$ cat src/rtl/time_pkg.sv
// time_pkg: shared types and constants for the H:M:S counter.
//   mode_t        - mode FSM state (RUN=0, SET_H=1, SET_M=2, SET_S=3)
//   DEF_MOD_*     - default field moduli
//   cw()          - register width for a modulus, never below 1 bit
//   to_bcd()      - two-digit BCD of a value below 100 (used with BCD_OUT_EN)
package time_pkg;
    typedef enum logic [1:0] {RUN = 2'd0, SET_H = 2'd1, SET_M = 2'd2, SET_S = 2'd3} mode_t;
    localparam int DEF_MOD_S = 60;
    localparam int DEF_MOD_M = 60;
    localparam int DEF_MOD_H = 24;
    function automatic int cw(int m);
        return m > 1 ? $clog2(m) : 1;
    endfunction
    function automatic logic [7:0] to_bcd(int v);
        return {4'(v / 10), 4'(v % 10)};
    endfunction
endpackage

$ cat src/rtl/count_mod.sv
// count_mod: modulo-MOD up-counter for one time field.
//   clk   - clock, rising edge
//   set_s - asynchronous active-low reset to 0
//   inc   - advance by one this cycle
//   value - current field value
//   wrap  - combinational: inc while at MOD-1 (this edge returns to 0)
module count_mod
    import time_pkg::*;
#(
    parameter int MOD = DEF_MOD_S,
    parameter int W   = cw(MOD)
) (
    input  logic         clk,
    input  logic         set_s,
    input  logic         inc,
    output logic [W-1:0] value,
    output logic         wrap
);
    assign wrap = inc && value == W'(MOD - 1);

    always_ff @(posedge clk or negedge set_s) begin
        if (!set_s)
            value <= '0;
        else if (inc)
            value <= wrap ? '0 : value + 1'b1;
    end
endmodule

$ cat src/rtl/time_count_hms.sv
// time_count_hms: hours:minutes:seconds counter with prescaler and set-mode FSM.
//   clk        - clock, rising edge
//   set_s      - asynchronous active-low reset
//   en         - run enable (effective in RUN only)
//   mode_btn   - advance RUN->SET_H->SET_M->SET_S->RUN, one step per cycle high
//   inc_btn    - in SET_x, increment the selected field (no carry)
//   cnt_s/m/h  - field values
//   pulse_min/hour/day - registered one-cycle carry strobes
//   mode       - current FSM state
//   bcd_s/m/h  - BCD view of the fields, present only with BCD_OUT_EN defined
module time_count_hms
    import time_pkg::*;
#(
    parameter int MOD_S    = DEF_MOD_S,
    parameter int MOD_M    = DEF_MOD_M,
    parameter int MOD_H    = DEF_MOD_H,
    parameter int TICK_DIV = 1
) (
    input  logic                     clk,
    input  logic                     set_s,
    input  logic                     en,
    input  logic                     mode_btn,
    input  logic                     inc_btn,
    output logic [$clog2(MOD_S)-1:0] cnt_s,
    output logic [$clog2(MOD_M)-1:0] cnt_m,
    output logic [$clog2(MOD_H)-1:0] cnt_h,
    output logic                     pulse_min,
    output logic                     pulse_hour,
    output logic                     pulse_day,
    output logic [1:0]               mode
`ifdef BCD_OUT_EN
    ,
    output logic [7:0]               bcd_s,
    output logic [7:0]               bcd_m,
    output logic [7:0]               bcd_h
`endif
);
    localparam int PW = cw(TICK_DIV);

    mode_t         state, state_nxt;
    logic [PW-1:0] pre;
    logic          tick, set_inc;
    logic          inc_s, inc_m, inc_h;
    logic          wrap_s, wrap_m, wrap_h;

    always_ff @(posedge clk or negedge set_s) begin
        if (!set_s)
            state <= RUN;
        else
            state <= state_nxt;
    end

    always_comb begin
        state_nxt = mode_btn ? mode_t'(state + 2'd1) : state;
        tick      = state == RUN && en && pre == PW'(TICK_DIV - 1);
        // a simultaneous mode press swallows the increment
        set_inc   = inc_btn && !mode_btn;
        inc_s     = tick || (state == SET_S && set_inc);
        // in SET states wraps must not cascade, so carries only flow in RUN
        inc_m     = state == RUN ? wrap_s : state == SET_M && set_inc;
        inc_h     = state == RUN ? wrap_m : state == SET_H && set_inc;
    end

    always_ff @(posedge clk or negedge set_s) begin
        if (!set_s)
            pre <= '0;
        else if (state != RUN)
            pre <= '0;
        else if (en)
            pre <= tick ? '0 : pre + 1'b1;
    end

    // tick gating keeps set-mode wraps from producing strobes
    always_ff @(posedge clk or negedge set_s) begin
        if (!set_s) begin
            pulse_min  <= 1'b0;
            pulse_hour <= 1'b0;
            pulse_day  <= 1'b0;
        end else begin
            pulse_min  <= tick && wrap_s;
            pulse_hour <= tick && wrap_m;
            pulse_day  <= tick && wrap_h;
        end
    end

    count_mod #(.MOD(MOD_S), .W($clog2(MOD_S))) u_s (
        .clk(clk), .set_s(set_s), .inc(inc_s), .value(cnt_s), .wrap(wrap_s)
    );
    count_mod #(.MOD(MOD_M), .W($clog2(MOD_M))) u_m (
        .clk(clk), .set_s(set_s), .inc(inc_m), .value(cnt_m), .wrap(wrap_m)
    );
    count_mod #(.MOD(MOD_H), .W($clog2(MOD_H))) u_h (
        .clk(clk), .set_s(set_s), .inc(inc_h), .value(cnt_h), .wrap(wrap_h)
    );

    assign mode = state;

`ifdef BCD_OUT_EN
    assign bcd_s = to_bcd(int'(cnt_s));
    assign bcd_m = to_bcd(int'(cnt_m));
    assign bcd_h = to_bcd(int'(cnt_h));
`endif
endmodule
$ cat config.mk
export PLATFORM = sky130hd
export DESIGN_NAME = time_count_hms
export DESIGN_NICKNAME = d
export VERILOG_FILES = /design/src/rtl/time_pkg.sv /design/src/rtl/count_mod.sv /design/src/rtl/time_count_hms.sv
export SDC_FILE = /design/constraint.sdc
export NUM_CORES = 1
export LEC_CHECK = 0
export CAP_MARGIN = 20
export CORE_UTILIZATION = 35
export DETAILED_ROUTE_END_ITERATION = 8
export SYNTH_ARGS = -nofsm -noshare
export SYNTH_HDL_FRONTEND = slang
export SYNTH_SLANG_ARGS = --single-unit
$ cat constraint.sdc
create_clock -name clk -period 5.8 [get_ports clk]
set_clock_uncertainty 0.15 [all_clocks]
set_input_delay 1.16 -clock clk [delete_from_list [all_inputs] [get_ports clk]]
set_output_delay 1.16 -clock clk [all_outputs]
set_load 0.02 [all_outputs]
==> run metrics, run 1 <==
power density over the cells=397 nW/µm²; die area=4200 µm²; dpl cell area=around 1700 µm²; insertion delay of the later-clocked pin in the worst-skew pair=0.26 ns; GRT Util Overall=14.2%; startpoint class of the critical path=input port; critical path start-end classification=input port to flip-flop; total I/O pin count=27; area of the core=approximately 3700 µm²; Crit path required time=between 5 and 6 ns; number of levels the H-tree was split into=1; global-route wire length before repair=~4700 µm; peak ir drop on the vdd network=between 150 and 200 µV; netlist area before placement=approximately 1400 µm²; Yosys Warn Count=0; Worst-Margin Slew=0.505 ns; portion of synthesized cell area occupied by the leading cell type=a little over two fifths; number of max-slew violations in the final report=0; die outline height=about 65 µm; leakage power=between 0.7 and 0.8 nW; Avg Cell Area, Syn=between 10 and 15 µm²; Post-CTS Setup Repair Bufs=0; Area growth syn-to-layout=24.1%; number of buffers on the longest clock path=2; initial standard-cell utilization of the core=37.1%; count of placed standard cells in the final layout, fillers left out=between 200 and 250; worst hold slack=between 0.3 and 0.4 ns; Achievable Freq=350 MHz; layout cell share with drive strength beyond 1=between 10% and 20%; number of setup violations in the final report=0; Area contributors post-synth=sky130_fd_sc_hd__dfrtp_1, sky130_fd_sc_hd__ha_1, sky130_fd_sc_hd__o21ai_0; hold-fix buffers at CTS=0; final core utilization=46.1%; kind of end point of the critical path=flip-flop; root buf cell=sky130_fd_sc_hd__clkbuf_8; number of antenna violations at the first check in global routing=0; biggest area consumer among synthesized cells=sky130_fd_sc_hd__dfrtp_1; filler instances=356; clock tree sinks=23; Num CTS Buffers=3; worst hold-check path type=flip-flop to flip-flop; post-detailed-placement half-perimeter wirelength=between 2000 and 2500 µm; maximum number of pins on one net before global-route repair=24; synthesized flop and latch total=23; Worst slew margin=around 66%; total placed cells including tap cells=slightly above 200; crit-path max FO=7; Routed WL=between 2000 and 3000 µm; number of instances in the synthesized netlist=136; post-route standard cell area excluding fillers=roughly 1700 µm²; Vias=approximately 1100; sequential share of the synthesized area=a little over two fifths; time the worst path needs with I/O delays and setup=approximately 2.9 ns; count of port buffers added during placement=26; x dimension of the die=~65 µm; vias per cell=approximately 5.2; aggregate global routing overflow=0; Final #Nets=approximately 170; placer's final routability congestion estimate=around 0.85; CTS clock-pin slew for the worst setup and hold paths=roughly 0.090 ns; arrival time at the worst endpoint=2.85 ns; CTS tree=done; DRC violation count after routing=0; max-cap violations=0; vias in the first global route=between 900 and 1000; count of routing violations after the opening detailed-route iteration=13; final routed wire length divided by cell count=approximately 13 µm; number of standard-cell rows in the floorplan=22; Detailed Routing Iterations Pass 1=4; distinct cell type count of the synthesized netlist=42; final worst path period share=49.2%; status=finished clean; post-cts resize count=0; hold violation count in the final report=0; nets in the synthesized netlist=148; number of antenna-violating nets in the routed design=0; RSZ-0062 raised after global routing=no; total negative setup slack=0 ns; diode count=0
==> cell usage in the layout, fill, tap and decap left out, types with 2 or more instances in the layout <==
cell                              count
sky130_fd_sc_hd__clkdlybuf4s50_1     26
sky130_fd_sc_hd__dfrtp_1             23
sky130_fd_sc_hd__nand2_1             15
sky130_fd_sc_hd__o21ai_0             12
sky130_fd_sc_hd__nand3_1             10
sky130_fd_sc_hd__nor2_1               8
sky130_fd_sc_hd__ha_1                 7
sky130_fd_sc_hd__o211ai_1             6
sky130_fd_sc_hd__a21oi_1              6
sky130_fd_sc_hd__inv_1                4
sky130_fd_sc_hd__and3b_1              3
sky130_fd_sc_hd__mux2_4               3
sky130_fd_sc_hd__clkbuf_8             3
sky130_fd_sc_hd__nand3b_1             2
sky130_fd_sc_hd__and3_1               2
sky130_fd_sc_hd__o21ai_2              2
sky130_fd_sc_hd__nor2b_1              2
sky130_fd_sc_hd__a221oi_1             2
==> worst paths after layout <==
kind                                      from                       end  slack, ns  cells past startpoint
setup / recovery                      mode_btn  u_h.value[0]$_DFFE_PN0P_       2.95                      5
hold / removal                 pre$_DFFE_PN0P_           pre$_DFFE_PN0P_       0.36                      2
setup reg to reg           mode[0]$_DFFE_PN0P_  u_h.value[3]$_DFFE_PN0P_       3.53                      6
hold reg to reg                pre$_DFFE_PN0P_           pre$_DFFE_PN0P_       0.36                      2
max in group asynchronous                set_s  u_m.value[1]$_DFFE_PN0N_       3.96                      2
min in group asynchronous                set_s       mode[1]$_DFFE_PN0P_       1.08                      1
==> routing by layer <==
metal	global-route usage, %	up-vias	wire (µm)
li1	-	553	-
met1	20.7	518	1430
met2	22.0	17	1220
met3	1.58	2	72
met4	4.17	0	23
met5	0	-	0
==> synthesized netlist by cell type (all sizes together) <==
library cell,instances
nand3,10
o2111ai,1
nand4bb,1
o211ai,6
and3b,3
ha,7
and4bb,1
o31ai,1
nor4,1
mux2,4
buf,6
nand4b,1
xor2,1
a221oi,2
nand2,15
mux2i,1
nor2,8
o2111a,1
a21oi,7
nor3,1
inv,4
or2,1
and3,2
a31oi,1
and2,1
o21ai,14
nor2b,2
and2b,1
a211o,1
and4b,2
o22ai,1
o21bai,1
nand3b,2
nand2b,1
dfrtp,23
a32oi,1
==> layout make-up <==
| cell class | instances | area (µm²) | area share (%) |
|---|---|---|---|
| well taps | 48 | 60.1 | 3.51 |
| flip-flops and latches | 23 | 576 | 33.6 |
| repair buffers | 27 | 275 | 16.1 |
| inverters | 4 | 15.0 | 0.877 |
| multi-input cells | 103 | 742 | 43.3 |
| clock buffers | 4 | 45.0 | 2.63 |
==> metrics by stage <==
step	setup WS [ns]	power [W]
CTS	2.94	0.000683
global placement	2.72	0.000574
finish	2.95	0.000680
floorplan	3.30	0.000464
global route	2.86	0.000731
detailed placement	2.67	0.000581
==> report_power, final <==
group	total [W]	switching, W	internal, W
combinational	0.000318	0.000165	0.000153
clock	0.000101	0.0000518	0.0000490
sequential	0.000261	0.0000592	0.000202
==> logic make-up after synthesis <==
group	after synthesis	share of synthesized area (%)
AO/OA/AOI/OAI	37	20.1
XOR/XNOR	1	0.635
adder cells (fa/ha/maj)	7	6.35
buffers and inverters	10	4.53
flip-flops	23	41.7
multiplexers	5	4.80
AND/OR/NAND/NOR	53	21.9
==> flip-flops by register name (all words and copies together) (netlist names) <==
signal,count
pre,1
u_m.value,6
u_h.value,5
mode,2
pulse_min,1
pulse_hour,1
u_s.value,6
pulse_day,1
==> worst max-delay path: stages <==
cell                              delay (ns)
sky130_fd_sc_hd__clkdlybuf4s50_1        0.58
sky130_fd_sc_hd__and3b_1                0.28
sky130_fd_sc_hd__o2111a_4               0.34
sky130_fd_sc_hd__a21oi_4                0.17
sky130_fd_sc_hd__mux2_4                 0.31
Note: power is estimated with default switching activity, not from simulation.
==> inputs of run 2 (changes only) <==
==> constraint.sdc (replaced) <==
create_clock -name clk -period 2.5 [get_ports clk]
set_clock_uncertainty 0.15 [all_clocks]
set_input_delay 0.5 -clock clk [delete_from_list [all_inputs] [get_ports clk]]
set_output_delay 0.5 -clock clk [all_outputs]
set_load 0.02 [all_outputs]
==> run metrics, run 2 (synthesized netlist as in run 1, its figures left out) <==
status=finished clean; crit-path max FO=6; count of routing violations after the opening detailed-route iteration=approximately 50; number of cells traversed by the worst register-to-register path=6; WHS Endpoint=pre$_DFFE_PN0P_; GRT Util Overall=~16%; Worst slew margin=~77%; initial standard-cell utilization of the core=37.1%; area of the core=between 3000 and 4000 µm²; arrival time at the worst endpoint=~2.1 ns; root buf cell=sky130_fd_sc_hd__clkbuf_8; die area=roughly 4200 µm²; RSZ-0062 raised after global routing=no; Register Area=576 µm²; critical path start-end classification=input port to flip-flop; final worst path period share=between 80% and 90%; insertion delay of the later-clocked pin in the worst-skew pair=about 0.26 ns; worst hold-check path type=flip-flop to flip-flop; hold-fix buffers at CTS=0; filler instances=340; hold violation count in the final report=0; launch point of the worst hold path=pre$_DFFE_PN0P_; post-detailed-placement half-perimeter wirelength=about 2100 µm; peak ir drop on the vdd network=between 300 and 400 µV; leading cell type in the layout, fill and taps excluded=sky130_fd_sc_hd__clkdlybuf4s50_1; worst-path cell chain=clkdlybuf4s50_1 > and3b_1 > o2111a_4 > a21oi_4 > mux2_4; Routed WL=2930 µm; power density over the cells=roughly 900 nW/µm²; leading cell types in the layout, fill and taps excluded=sky130_fd_sc_hd__clkdlybuf4s50_1, sky130_fd_sc_hd__dfrtp_1, sky130_fd_sc_hd__nand2_1; vias per cell=between 5 and 6; number of setup violations in the final report=0; maximum number of pins on one net before global-route repair=24; total I/O pin count=27; Crit path required time=2.50 ns; post-cts resize count=0; number of cells on the worst hold path=2; die outline height=between 60 and 70 µm; leakage power=about 0.75 nW; Worst-Margin Slew=between 0.3 and 0.4 ns; CP delay by family, top=buffers and inverters; number of standard-cell rows in the floorplan=22; DRC violation count after routing=0; largest stage delay on the critical path=roughly 0.5 ns; clock tree sinks=23; Achievable Freq=around 470 MHz; Final #Nets=approximately 180; setup slack, reg-to-reg=~0.41 ns; aggregate global routing overflow=0; area occupied by multi-input gates=~740 µm²; CTS tree=done; diode count=0; max-cap violations=0; number of levels the H-tree was split into=1; r2r startpoint=mode[0]$_DFFE_PN0P_; number of buffer and inverter stages on the critical path=1; Post-CTS Setup Repair Bufs=0; count of port buffers added during placement=26; number of max-slew violations in the final report=0; startpoint class of the critical path=input port; Detailed Routing Iterations Pass 1=4; Num CTS Buffers=3; placer's final routability congestion estimate=between 0.8 and 0.9; leading registers by flop count=u_m.value: 6 flops, u_s.value: 6 flops, u_h.value: 5 flops; final routed wire length divided by cell count=13.8 µm; Worst R2R End=u_h.value[0]$_DFFE_PN0P_; CTS clock-pin slew for the worst setup and hold paths=0.08 ns; CP max stage cell=sky130_fd_sc_hd__clkdlybuf4s50_1; number of antenna violations at the first check in global routing=0; layout cell share with drive strength beyond 1=13.4%; total negative setup slack=0 ns; time the worst path needs with I/O delays and setup=2.11 ns; number of buffers on the longest clock path=2; final core utilization=46.5%; vias in the first global route=around 1100; kind of end point of the critical path=flip-flop; global-route wire length before repair=5090 µm; x dimension of the die=roughly 65 µm; Vias=1120; Area growth syn-to-layout=25.2%; number of antenna-violating nets in the routed design=0
run 2: cell count changes in the layout (fill, tap and decap cells not counted), sizes merged:
| cell | previous run | this run |
|---|---|---|
| buf | 1 | 4 |
run 2: report_power, final:
part / internal [W] / leakage [nW] / switching [W] / total [W]
clock network: 0.000114 / 0.0228 / 0.000117 / 0.000230
registers: 0.000469 / 0.284 / 0.000136 / 0.000605
logic: 0.000363 / 0.444 / 0.000396 / 0.000759
total: 0.000946 / 0.750 / 0.000648 / 0.00159
run 2: worst register-to-register path: stages, from the launching register on:
cell                       delay [ns]
sky130_fd_sc_hd__dfrtp_1         0.43
sky130_fd_sc_hd__inv_1           0.10
sky130_fd_sc_hd__ha_1            0.21
sky130_fd_sc_hd__and3b_1         0.24
sky130_fd_sc_hd__o2111a_4        0.36
sky130_fd_sc_hd__a21oi_4         0.17
sky130_fd_sc_hd__mux2_4          0.31
run 2: routing by layer:
metal  vias up  track usage [%]  wire, µm
met2        28             24.6      1400
met1       537             22.4      1400
met4         0             5.00        19
met3         2             1.94       117
met5         -                0         0
li1        553                -         -
run 2: worst max-delay path by stage:
stage / startpoint / end / depth (start not counted)
finish: mode_btn / u_h.value[0]$_DFFE_PN0P_ / 5
floorplan: mode[0]$_DFFE_PN0P_ / u_h.value[0]$_DFFE_PN0P_ / 8
global route: mode[0]$_DFFE_PN0P_ / u_h.value[0]$_DFFE_PN0P_ / 6
global placement: mode_btn / u_h.value[0]$_DFFE_PN0P_ / 5
detailed placement: mode_btn / u_h.value[0]$_DFFE_PN0P_ / 5
CTS: mode[0]$_DFFE_PN0P_ / u_h.value[0]$_DFFE_PN0P_ / 6
run 2: stage by stage:
| stage | power [W] | setup slack [ns] | instances | instance area, µm² | hold slack [ns] |
|---|---|---|---|---|---|
| 3_5_place_dp | 0.00137 | 0.116 | 208 | 1680 | 0.349 |
| 5_1_grt | 0.00172 | 0.308 | 212 | 1730 | 0.396 |
| 6_report | 0.00159 | 0.389 | 212 | 1730 | 0.355 |
| 2_1_floorplan | 0.00108 | 0.227 | 136 | 1380 | 0.0544 |
| 4_1_cts | 0.00161 | 0.395 | 212 | 1730 | 0.361 |
| 3_3_place_gp | 0.00134 | 0.141 | 208 | 1680 | 0.347 |
run 2: final cells by class:
class                      count  area share, %
tap                           48           3.48
inverter                       4          0.869
clock buffer                   4           2.61
multi-input combinational    103           42.9
timing repair buffer          30           16.8
sequential                    23           33.3
